===== src/rtl/pipe_stage_skid_pkg.sv =====
// Shared widths, control-bit positions and occupancy states for the
// decode-to-execute skid stage.
package pipe_stage_skid_pkg;

  localparam int CTRL_W_DEF   = 8;
  localparam int DATA_W_DEF   = 140;

  localparam int WB_EN_BIT    = 0;
  localparam int MEM_R_EN_BIT = 1;
  localparam int MEM_W_EN_BIT = 2;
  localparam int B_BIT        = 3;
  localparam int EXE_CMD_LSB  = 4;
  localparam int EXE_CMD_MSB  = 7;

  typedef enum logic [1:0] {
    ST_EMPTY = 2'd0,
    ST_ONE   = 2'd1,
    ST_FULL  = 2'd2
  } state_e;

  // True when the control word would cause a write-back, memory or branch effect.
  function automatic logic has_side_effect(input logic [CTRL_W_DEF-1:0] ctrl);
    return ctrl[WB_EN_BIT] | ctrl[MEM_R_EN_BIT] | ctrl[MEM_W_EN_BIT] | ctrl[B_BIT];
  endfunction

  function automatic logic [3:0] exe_cmd(input logic [CTRL_W_DEF-1:0] ctrl);
    return ctrl[EXE_CMD_MSB:EXE_CMD_LSB];
  endfunction

endpackage


===== src/rtl/pipe_stage_skid_entry_reg.sv =====
// One pipeline entry (valid + control + payload) with async reset and a
// synchronous clear that wins over load.
module pipe_entry_reg #(
  parameter int CTRL_W   = 8,
  parameter int DATA_W   = 140,
  parameter int CLR_DATA = 1
) (
  input  logic              clk,
  input  logic              rst,
  input  logic              clr,
  input  logic              load,
  input  logic              d_valid,
  input  logic [CTRL_W-1:0] d_ctrl,
  input  logic [DATA_W-1:0] d_data,
  output logic              valid,
  output logic [CTRL_W-1:0] ctrl,
  output logic [DATA_W-1:0] data
);

  logic              valid_q, valid_d;
  logic [CTRL_W-1:0] ctrl_q, ctrl_d;
  logic [DATA_W-1:0] data_q, data_d;

  always_comb begin
    valid_d = valid_q;
    ctrl_d  = ctrl_q;
    data_d  = data_q;
    if (clr) begin
      valid_d = 1'b0;
      ctrl_d  = '0;
      if (CLR_DATA != 0) data_d = '0;
    end else if (load) begin
      // An invalid entry never carries control bits, so bubbles are inert.
      valid_d = d_valid;
      ctrl_d  = d_valid ? d_ctrl : '0;
      data_d  = d_data;
    end
  end

  always_ff @(posedge clk or posedge rst) begin
    if (rst) begin
      valid_q <= 1'b0;
      ctrl_q  <= '0;
      data_q  <= '0;
    end else begin
      valid_q <= valid_d;
      ctrl_q  <= ctrl_d;
      data_q  <= data_d;
    end
  end

  assign valid = valid_q;
  assign ctrl  = ctrl_q;
  assign data  = data_q;

endmodule


===== src/rtl/pipe_stage_skid.sv =====
// Two-entry skid stage: main register drives the outputs, skid register
// catches the entry accepted while downstream stalls.
module pipe_stage_skid
  import pipe_stage_skid_pkg::*;
#(
  parameter int DATA_W            = DATA_W_DEF,
  parameter int CTRL_W            = CTRL_W_DEF,
  parameter int CLR_DATA_ON_FLUSH = 1
) (
  input  logic              clk,
  input  logic              rst,
  input  logic              flush,
  input  logic              in_valid,
  output logic              in_ready,
  input  logic [CTRL_W-1:0] in_ctrl,
  input  logic [DATA_W-1:0] in_data,
  output logic              out_valid,
  input  logic              out_ready,
  output logic [CTRL_W-1:0] out_ctrl,
  output logic [DATA_W-1:0] out_data,
  output logic [1:0]        occupancy
);

  logic              main_valid, skid_valid;
  logic [CTRL_W-1:0] main_ctrl, skid_ctrl;
  logic [DATA_W-1:0] main_data, skid_data;

  logic              main_load, main_d_valid;
  logic [CTRL_W-1:0] main_d_ctrl;
  logic [DATA_W-1:0] main_d_data;
  logic              skid_load, skid_d_valid;
  logic [CTRL_W-1:0] skid_d_ctrl;
  logic [DATA_W-1:0] skid_d_data;

  state_e state;
  logic   accept, pop;

  // Valid-ready: a transfer happens on a rising edge where valid and ready are
  // both high; in_ready depends only on the skid flop, never on out_ready.
  assign accept = in_valid & ~skid_valid;
  assign pop    = main_valid & out_ready;

  always_comb begin
    unique case ({main_valid, skid_valid})
      2'b10:   state = ST_ONE;
      2'b11:   state = ST_FULL;
      default: state = ST_EMPTY;
    endcase
  end

  always_comb begin
    main_load    = 1'b0;
    main_d_valid = 1'b0;
    main_d_ctrl  = in_ctrl;
    main_d_data  = in_data;
    skid_load    = 1'b0;
    skid_d_valid = 1'b0;
    skid_d_ctrl  = in_ctrl;
    skid_d_data  = in_data;
    case (state)
      ST_EMPTY: begin
        if (accept) begin
          main_load    = 1'b1;
          main_d_valid = 1'b1;
        end
      end
      ST_ONE: begin
        if (accept && pop) begin
          main_load    = 1'b1;
          main_d_valid = 1'b1;
        end else if (accept) begin
          skid_load    = 1'b1;
          skid_d_valid = 1'b1;
        end else if (pop) begin
          main_load    = 1'b1;
          main_d_data  = main_data;
        end
      end
      ST_FULL: begin
        if (pop) begin
          main_load    = 1'b1;
          main_d_valid = 1'b1;
          main_d_ctrl  = skid_ctrl;
          main_d_data  = skid_data;
          skid_load    = 1'b1;
          skid_d_data  = skid_data;
        end
      end
      default: ;
    endcase
  end

  pipe_entry_reg #(
    .CTRL_W  (CTRL_W),
    .DATA_W  (DATA_W),
    .CLR_DATA(CLR_DATA_ON_FLUSH)
  ) u_main (
    .clk    (clk),
    .rst    (rst),
    .clr    (flush),
    .load   (main_load),
    .d_valid(main_d_valid),
    .d_ctrl (main_d_ctrl),
    .d_data (main_d_data),
    .valid  (main_valid),
    .ctrl   (main_ctrl),
    .data   (main_data)
  );

  pipe_entry_reg #(
    .CTRL_W  (CTRL_W),
    .DATA_W  (DATA_W),
    .CLR_DATA(CLR_DATA_ON_FLUSH)
  ) u_skid (
    .clk    (clk),
    .rst    (rst),
    .clr    (flush),
    .load   (skid_load),
    .d_valid(skid_d_valid),
    .d_ctrl (skid_d_ctrl),
    .d_data (skid_d_data),
    .valid  (skid_valid),
    .ctrl   (skid_ctrl),
    .data   (skid_data)
  );

  assign in_ready  = ~skid_valid;
  assign out_valid = main_valid;
  assign out_ctrl  = main_ctrl;
  assign out_data  = main_data;
  assign occupancy = {1'b0, main_valid} + {1'b0, skid_valid};

endmodule


===== config.mk =====
export PLATFORM = sky130hd
export DESIGN_NAME = pipe_stage_skid
export DESIGN_NICKNAME = d
export VERILOG_FILES = /design/src/rtl/pipe_stage_skid_pkg.sv /design/src/rtl/pipe_stage_skid_entry_reg.sv /design/src/rtl/pipe_stage_skid.sv
export SDC_FILE = /design/constraint.sdc
export NUM_CORES = 1
export LEC_CHECK = 0
export ABC_AREA = 1
export BUFFER_PORTS_ARGS = -buffer_cell sky130_fd_sc_hd__buf_2
export CELL_PAD_IN_SITES_DETAIL_PLACEMENT = 0
export CELL_PAD_IN_SITES_GLOBAL_PLACEMENT = 1
export CORE_ASPECT_RATIO = 0.8
export CORE_UTILIZATION = 36
export DETAILED_ROUTE_END_ITERATION = 12
export PLACE_DENSITY = 0.73
export REMOVE_ABC_BUFFERS = 1
export SLEW_MARGIN = 40
export SYNTH_ARGS = -nofsm -noshare
export SYNTH_HDL_FRONTEND = slang
export SYNTH_SLANG_ARGS = --single-unit

===== constraint.sdc =====
create_clock -name clk -period 10.65 [get_ports clk]
set_input_delay 2.13 -clock clk [delete_from_list [all_inputs] [get_ports clk]]
set_output_delay 2.13 -clock clk [all_outputs]
set_load 0.02 [all_outputs]

==> flow_metrics.tcl, run 1 <==
set metrics [dict create \
    ys_seq_area_share_pct 53.8 \
    drt_first_pass_iters 5 \
    detail_route.iter0.violations 1069 \
    synthesis.area_per_instance_um2 7.79 \
    slack_of_the_critical_path_ns 6.27 \
    cts_tree "yes" \
    ys_async_sr_fraction_pct 100 \
    gpl.final_weighted_congestion 0.752 \
    vdd_ir_drop_max_uv 86.4 \
    antenna_found_initial 3 \
    finalNonFillerCells 2520 \
    slew_headroom_pct 47.9 \
    viasPerCell 4.86 \
    route.antenna.remaining_nets 0 \
    clock_tree.root_cell "sky130_fd_sc_hd__clkbuf_16" \
    number_of_fillers_in_the_final_layout 3846 \
    powerDensity_nw_per_um2 171 \
    grt_setup_unrepaired "no" \
    area.growth.synth_to_final_pct 20.7 \
    tightestPinTransition_ns 0.781 \
    detailed_route_wirelength_on_metal3_mm 2.40 \
    setup_viol_count_final 0 \
    dr_total_vias 12237 \
    totalNegativeSetupSlack_ns 0 \
    grt_pass1_vias 12011 \
    worst_path_most_repeated_cell "sky130_fd_sc_hd__nand2_1" \
    p_leak_nw 9.12 \
    fp.dieH_um 177 \
    clk_transition_reported_paths_ns 0.06 \
    setup.worst_path.start_class "input port" \
    hpwl_mm 23.6 \
    maximum_number_of_pins_on_one_net_before_global_route_repair 137 \
    wirelength_met1_mm 19.5 \
    postSynthCellCount 1779 \
    routed_wire_length_per_instance_um 16.1 \
    hold_path.class "register to register" \
    yosys.area.top_type "sky130_fd_sc_hd__dfrtp_1" \
    yosys-top-cells-area "sky130_fd_sc_hd__dfrtp_1 (54%), sky130_fd_sc_hd__nand2_1 (12%), sky130_fd_sc_hd__o21ai_0 (11%)" \
    place.port_buffers 304 \
    overflow 0 \
    final_max_slew_viol_count 0 \
    post_synth_num_cell_types 20 \
    grt_util_all_layers_pct 20.7 \
    crit_family "simple AND/OR/NAND/NOR gates" \
    drt-total-wl_mm 40.5 \
    result_of_the_run "completed" \
    synthesis.area_um2 13900 \
    drive_gt1_share_pct 18.8 \
    worst-path-max-fanout 91 \
    post-route-period-util_pct 41.1 \
    number_of_buffers_inserted_by_hold_repair_at_cts 0 \
    dpl_worst_slack_ns 5.72 \
    synth.yosys.warnings 0 \
    fmax_mhz 228 \
    finalHoldViolations 0 \
    initial_utilization_pct 36.9 \
    crit_path_max_incr_delay_ns 0.71 \
    highest_layer "met5" \
    resized_cells_post_cts 0 \
    postSynthRegisterBits 298 \
    first_pass_grt_wire_length_mm 65.3 \
    die_area_um2 39300 \
    post-route-drc-count 0 \
    synth_common_cells "sky130_fd_sc_hd__nand2_1 (432), sky130_fd_sc_hd__dfrtp_1 (298), sky130_fd_sc_hd__o21ai_0 (297)" \
    worstPathRequired_ns 11.10 \
    post-place-cells 2459 \
    dominant_cell_by_count_in_the_synthesized_netlist "sky130_fd_sc_hd__nand2_1" \
    detailroute.wirelength.met2_mm 17.9 \
    buffers_inserted_by_post_cts_timing_repair 0 \
    clock_sinks 298 \
    clk-insertion-delay-late_ns 0.51 \
    p_total_mw 2.85 \
    clk_skew_ns 0.00616 \
    clock_tree.htree_level_count 2 \
    period_minus_slack_ns 4.38 \
    critical_setup_path_class "input port to register" \
    die_width_um 221 \
    boundaryPins 305 \
    crit_path_top_delay_cell "sky130_fd_sc_hd__nand2_8" \
    post-synth-top-area-fraction_pct 53.8 \
    cts_inserted_buffers 35 \
    synthFlopType "sky130_fd_sc_hd__dfrtp_1" \
    core.rowCount 63 \
    crit_path_end_kind "register" \
    path_buf_inv 3 \
    cp_cell_sequence "buf_2 > inv_4 > nand2_4 > nand2_8 > buf_4 > nand2_1 > nand2_1" \
    drv.max_cap_violation_count 0 \
    num-nets-final 2168 \
    critPathArrivalTime_ns 4.83 \
    clock_tree.buffer_depth 3 \
    synth_edf_count 0 \
    placeable_core_area_um2 37500 \
]
==> placed cells by master, fill, tap and decap left out <==
master and instances:
sky130_fd_sc_hd__buf_6 4, sky130_fd_sc_hd__o22ai_1 8, sky130_fd_sc_hd__nand4_2 1, sky130_fd_sc_hd__clkinv_2 5, sky130_fd_sc_hd__diode_2 1, sky130_fd_sc_hd__buf_4 4, sky130_fd_sc_hd__buf_12 3, sky130_fd_sc_hd__a21oi_1 1
sky130_fd_sc_hd__clkbuf_1 9, sky130_fd_sc_hd__o21ai_0 297, sky130_fd_sc_hd__nand2_4 2, sky130_fd_sc_hd__inv_2 1, sky130_fd_sc_hd__nor2_4 1, sky130_fd_sc_hd__buf_2 304, sky130_fd_sc_hd__bufinv_16 1, sky130_fd_sc_hd__nand2_2 1
sky130_fd_sc_hd__nor2_1 281, sky130_fd_sc_hd__o21ai_1 1, sky130_fd_sc_hd__clkbuf_16 37, sky130_fd_sc_hd__nand3_1 151, sky130_fd_sc_hd__nand4_4 1, sky130_fd_sc_hd__inv_1 169, sky130_fd_sc_hd__clkbuf_8 8, sky130_fd_sc_hd__inv_4 1
sky130_fd_sc_hd__nand2_8 2, sky130_fd_sc_hd__nand3_4 1, sky130_fd_sc_hd__ha_1 4, sky130_fd_sc_hd__buf_16 2, sky130_fd_sc_hd__inv_12 1, sky130_fd_sc_hd__nand2_1 432, sky130_fd_sc_hd__nor2_2 1, sky130_fd_sc_hd__dfrtp_1 298
==> metal layers <==
layer / vias to the layer above / track usage, %
met1: 5813 / 29.8
li1: 6060 / -
met4: 2 / 5.01
met3: 49 / 4.19
met5: - / 0
met2: 313 / 32.0
==> kinds of logic (layout without fill, tap and decap cells) <==
group	Yosys count	count (layout)	synth area share, %
buffers and inverters	296	549	9.27
AND/OR/NAND/NOR	874	874	25.4
AO/OA/AOI/OAI	307	307	11.2
other	0	1	0
adder cells (fa/ha/maj)	4	4	0.361
flip-flops	298	298	53.8
==> worst register-to-register path, cell delays in order (launching register included) <==
cell and delay (ns):
sky130_fd_sc_hd__dfrtp_1 0.48, sky130_fd_sc_hd__ha_1 0.39, sky130_fd_sc_hd__nor2_1 0.09, sky130_fd_sc_hd__nand2_1 0.07, sky130_fd_sc_hd__nand2_1 0.09, sky130_fd_sc_hd__nand2_4 0.14
sky130_fd_sc_hd__nand2_4 0.44, sky130_fd_sc_hd__nand2_8 0.74, sky130_fd_sc_hd__buf_4 0.60, sky130_fd_sc_hd__nand2_1 0.16, sky130_fd_sc_hd__nand2_1 0.08
==> stage by stage <==
stage,hold slack [ns],utilization [%],area [µm²]
4_1_cts,0.469,44.4,16700
6_report,0.463,44.6,16700
5_1_grt,0.483,44.6,16700
3_3_place_gp,0.451,41.3,15500
3_5_place_dp,0.454,41.5,15600
2_1_floorplan,0.503,-,13200
==> cell type report <==
class / count / area (µm²) / share of cell area [%]
diodes: 1 / 2.50 / 0.0150
clock buffers: 52 / 1040 / 6.23
clock inverters: 6 / 55.1 / 0.329
inverters: 172 / 661 / 3.95
multi-input cells: 1185 / 5170 / 30.9
flip-flops and latches: 298 / 7460 / 44.6
well taps: 487 / 609 / 3.64
repair buffers: 319 / 1740 / 10.4
==> path summary, 6_finish.rpt <==
| kind | startpoint | end | slack, ns | cells past startpoint |
|---|---|---|---|---|
| worst max-delay path | flush | u_main.data[84] | 6.27 | 7 |
| worst min-delay path | u_main.data[47] | u_main.data[47] | 0.46 | 2 |
| worst max register to register | u_main.valid | u_main.data[84] | 7.30 | 10 |
| worst min register to register | u_main.data[47] | u_main.data[47] | 0.46 | 2 |
| max in group asynchronous | rst | u_skid.data[39] | 7.85 | 4 |
| min in group asynchronous | rst | u_main.data[64] | 1.61 | 2 |
==> state kept, by name (all words and copies together) (netlist names) <==
| name | flops |
|---|---|
| u_main.ctrl | 8 |
| u_main.data | 140 |
| u_main.valid | 1 |
| u_skid.ctrl | 8 |
| u_skid.data | 140 |
| u_skid.valid | 1 |
==> report_power, final <==
| part | internal [mW] | switching [mW] | total [mW] | leakage [nW] |
|---|---|---|---|---|
| logic | 0.121 | 0.270 | 0.391 | 4.69 |
| registers | 1.23 | 0.0610 | 1.29 | 3.88 |
| clock network | 0.697 | 0.471 | 1.17 | 0.543 |
Note: power is estimated with default switching activity, not from simulation.
==> run 2, diff against run 1 <==
ABC_AREA = 0   (was 1)
CORE_UTILIZATION = 37   (was 36)
PLACE_DENSITY = 0.7   (was 0.73)
clock period = 4.4 ns   (was 10.65 ns; I/O delays follow)
==> run 2 against run 1 <==
Against the previous run: via count shrank 8.2%; largest power group unchanged; clock skew grew 0.0063 ns; combinational power grew to 2.9 times the previous value; sequential share of layout area grew 0.26 points; largest cell class unchanged; synthesized cell count down 18%; critical path depth is the same; die area fell by 5.1%; count of clock-buffer cells in the layout increased by 2; worst hold slack improved by 0.020 ns.
==> flow_metrics.tcl, run 2 <==
set metrics [dict create \
    initial_utilization_pct 37.6 \
    yosys.area_share.adder_pct 0.371 \
    yosys.area.top_type "sky130_fd_sc_hd__dfrtp_1" \
    drive_gt1_share_pct 24.6 \
    clock_tree.htree_level_count 2 \
    resized_cells_post_cts 0 \
    synthXorXnorAreaFrac_pct 0 \
    post_synth_num_cell_types 26 \
    swShare_pct 28.0 \
    postSynthRegisterBits 298 \
    route.antenna.remaining_nets 0 \
    final_util_pct 46.3 \
    p_leak_nw 8.12 \
    routed_wire_length_per_instance_um 17.0 \
    setup.worst_path.start_class "register" \
    grt_util_all_layers_pct 20.3 \
    clkPwrFrac_pct 40.5 \
    period_minus_slack_ns 2.94 \
    synth.yosys.warnings 0 \
    die_width_um 216 \
    synth.mux.area_fraction_pct 12.3 \
    synthesis.area_per_instance_um2 9.24 \
    worstPathRequired_ns 4.79 \
    post-route-drc-count 0 \
    vdd_ir_drop_max_uv 217 \
    maximum_number_of_pins_on_one_net_before_global_route_repair 191 \
    drt-total-wl_mm 37.6 \
    grt_pass1_vias 11028 \
    core.rowCount 62 \
    synth_common_cells "sky130_fd_sc_hd__nand2_1 (571), sky130_fd_sc_hd__dfrtp_1 (298), sky130_fd_sc_hd__a21oi_1 (290)" \
    synth_edf_count 0 \
    placeable_core_area_um2 35900 \
    post_synth_and_or_nand_nor_area_fraction_pct 16.8 \
    crit_path_end_kind "register" \
    synthFlopType "sky130_fd_sc_hd__dfrtp_1" \
    powerDensity_nw_per_um2 427 \
    internal_power_mw 5.12 \
    number_of_buffers_inserted_by_hold_repair_at_cts 0 \
    hpwl_mm 22.7 \
    area.growth.synth_to_final_pct 23.2 \
    buffers_inserted_by_post_cts_timing_repair 0 \
    final_max_slew_viol_count 0 \
    finalNonFillerCells 2216 \
    drv.max_cap_violation_count 0 \
    slew_headroom_pct 46.4 \
    ys_async_sr_fraction_pct 100 \
    compound_gate_portion_of_the_synthesized_area_pct 11.5 \
    cts_tree "yes" \
    setup_viol_count_final 0 \
    number_of_fillers_in_the_final_layout 3498 \
    ys_seq_area_share_pct 55.2 \
    yosys-top-cells-area "sky130_fd_sc_hd__dfrtp_1 (55%), sky130_fd_sc_hd__nand2_1 (16%), sky130_fd_sc_hd__a21oi_1 (11%)" \
    layout.cells.most_common "sky130_fd_sc_hd__nand2_1" \
    first_pass_grt_wire_length_mm 61.0 \
    switching_power_mw 1.99 \
    critical_setup_path_class "register to register" \
    post-synth-top-area-fraction_pct 55.2 \
    dr_total_vias 11237 \
    tightestPinTransition_ns 0.804 \
    post-place-cells 2152 \
    grt_setup_unrepaired "no" \
    place.port_buffers 304 \
    num-nets-final 1867 \
    clock_sinks 298 \
    critPathArrivalTime_ns 3.33 \
    post-route-period-util_pct 66.8 \
    combPwrFrac_pct 15.8 \
    clk-insertion-delay-late_ns 0.51 \
    postSynthCellCount 1462 \
    synthesis.area_um2 13500 \
    dominant_combinational_cell_family_by_area_after_synthesis "simple AND/OR/NAND/NOR gates" \
    crit_path_max_incr_delay_ns 0.58 \
    overflow 0 \
    viasPerCell 5.07 \
    finalHoldViolations 0 \
    clk_skew_ns 0.0125 \
    boundaryPins 305 \
    detail_route.iter0.violations 913 \
    fp.dieH_um 173 \
    seq_power_share_pct 43.7 \
    dominant_cell_by_count_in_the_synthesized_netlist "sky130_fd_sc_hd__nand2_1" \
    gpl.final_weighted_congestion 0.762 \
    worst-path-max-fanout 60 \
    clock_tree.root_cell "sky130_fd_sc_hd__clkbuf_16" \
    layout_common_cells "sky130_fd_sc_hd__nand2_1 (571), sky130_fd_sc_hd__buf_2 (303), sky130_fd_sc_hd__dfrtp_1 (298), sky130_fd_sc_hd__a21oi_1 (290), sky130_fd_sc_hd__mux2_1 (100)" \
    die_area_um2 37300 \
    antenna_found_initial 5 \
    cp_cell_sequence "ha_1 > or2_1 > o211ai_1 > a211oi_4 > buf_6 > buf_12 > mux2_2" \
    cts_inserted_buffers 35 \
    hold_path.class "register to register" \
    clk_transition_reported_paths_ns 0.06 \
    crit_path_top_delay_cell "sky130_fd_sc_hd__dfrtp_1" \
    drt_first_pass_iters 7 \
    result_of_the_run "completed" \
    fmax_mhz 340 \
    clock_tree.buffer_depth 3 \
]
## run 2: area by class of cell
cell class                      instances  area, µm²  area share, %
Antenna cell                            3       7.51         0.0451
Clock buffer                           54       1080           6.49
Clock inverter                          6       57.6          0.346
Inverter                                3       23.8          0.143
Multi-Input combinational cell       1047       5580           33.5
Sequential cell                       298       7460           44.8
Tap cell                              480        601           3.61
Timing Repair Buffer                  325       1830           11.0
## run 2: kinds of logic (layout without fill, tap and decap cells)
kind of cell / after synthesis / after routing
mux: 148 / 148
other cells: 0 / 3
fa+ha+maj: 4 / 4
compound gates: 302 / 302
buf+inv: 117 / 388
simple gates: 593 / 593
flops: 298 / 298
## run 2: worst paths after layout
check | slack (ns) | end | cells past startpoint | start
worst max-delay path | 1.46 | u_main.data[139] | 7 | u_main.valid
worst min-delay path | 0.48 | u_main.data[136] | 1 | u_main.data[136]
worst max register to register | 1.46 | u_main.data[139] | 7 | u_main.valid
worst min register to register | 0.48 | u_main.data[136] | 1 | u_main.data[136]
max in group asynchronous | 3.02 | u_skid.data[71] | 3 | rst
min in group asynchronous | 0.51 | u_main.data[69] | 2 | rst
## run 2: layer usage
layer,global-route usage [%],vias to the layer above,wire (µm)
li1,-,5318,-
met1,29.6,5543,17900
met2,30.5,310,16500
met3,4.20,62,2350
met4,5.64,4,809
met5,0,-,21
## run 2: critical path, delay by kind of cell, from the launching register on
kind                     cells  cell delay [ns]
flip-flops                   1             0.58
buffers and inverters        2             0.50
AND/OR/NAND/NOR              1             0.15
AO/OA/AOI/OAI                2             0.68
adder cells (fa/ha/maj)      1             0.38
multiplexers                 1             0.39
## run 2: through the flow
stage / area, µm² / setup TNS (ns) / power, mW / worst slack [ns] / hold slack [ns]
floorplan: 13000 / -2265.77 / 3.81 / -6.30 / 0.496
global placement: 15400 / 0 / 4.27 / 1.27 / 0.469
detailed placement: 15500 / 0 / 4.29 / 1.41 / 0.473
CTS: 16600 / 0 / 7.21 / 1.47 / 0.489
global route: 16600 / 0 / 7.44 / 1.22 / 0.504
finish: 16600 / 0 / 7.10 / 1.46 / 0.483
## run 2: power groups by stage
stage / Sequential (mW) / Clock (mW) / Combinational, mW
3_5_place_dp: 3.15 / 0 / 1.14
2_1_floorplan: 3.31 / 0 / 0.495
6_report: 3.10 / 2.88 / 1.13
3_3_place_gp: 3.15 / 0 / 1.12
4_1_cts: 3.10 / 2.96 / 1.14
5_1_grt: 3.13 / 3.07 / 1.24
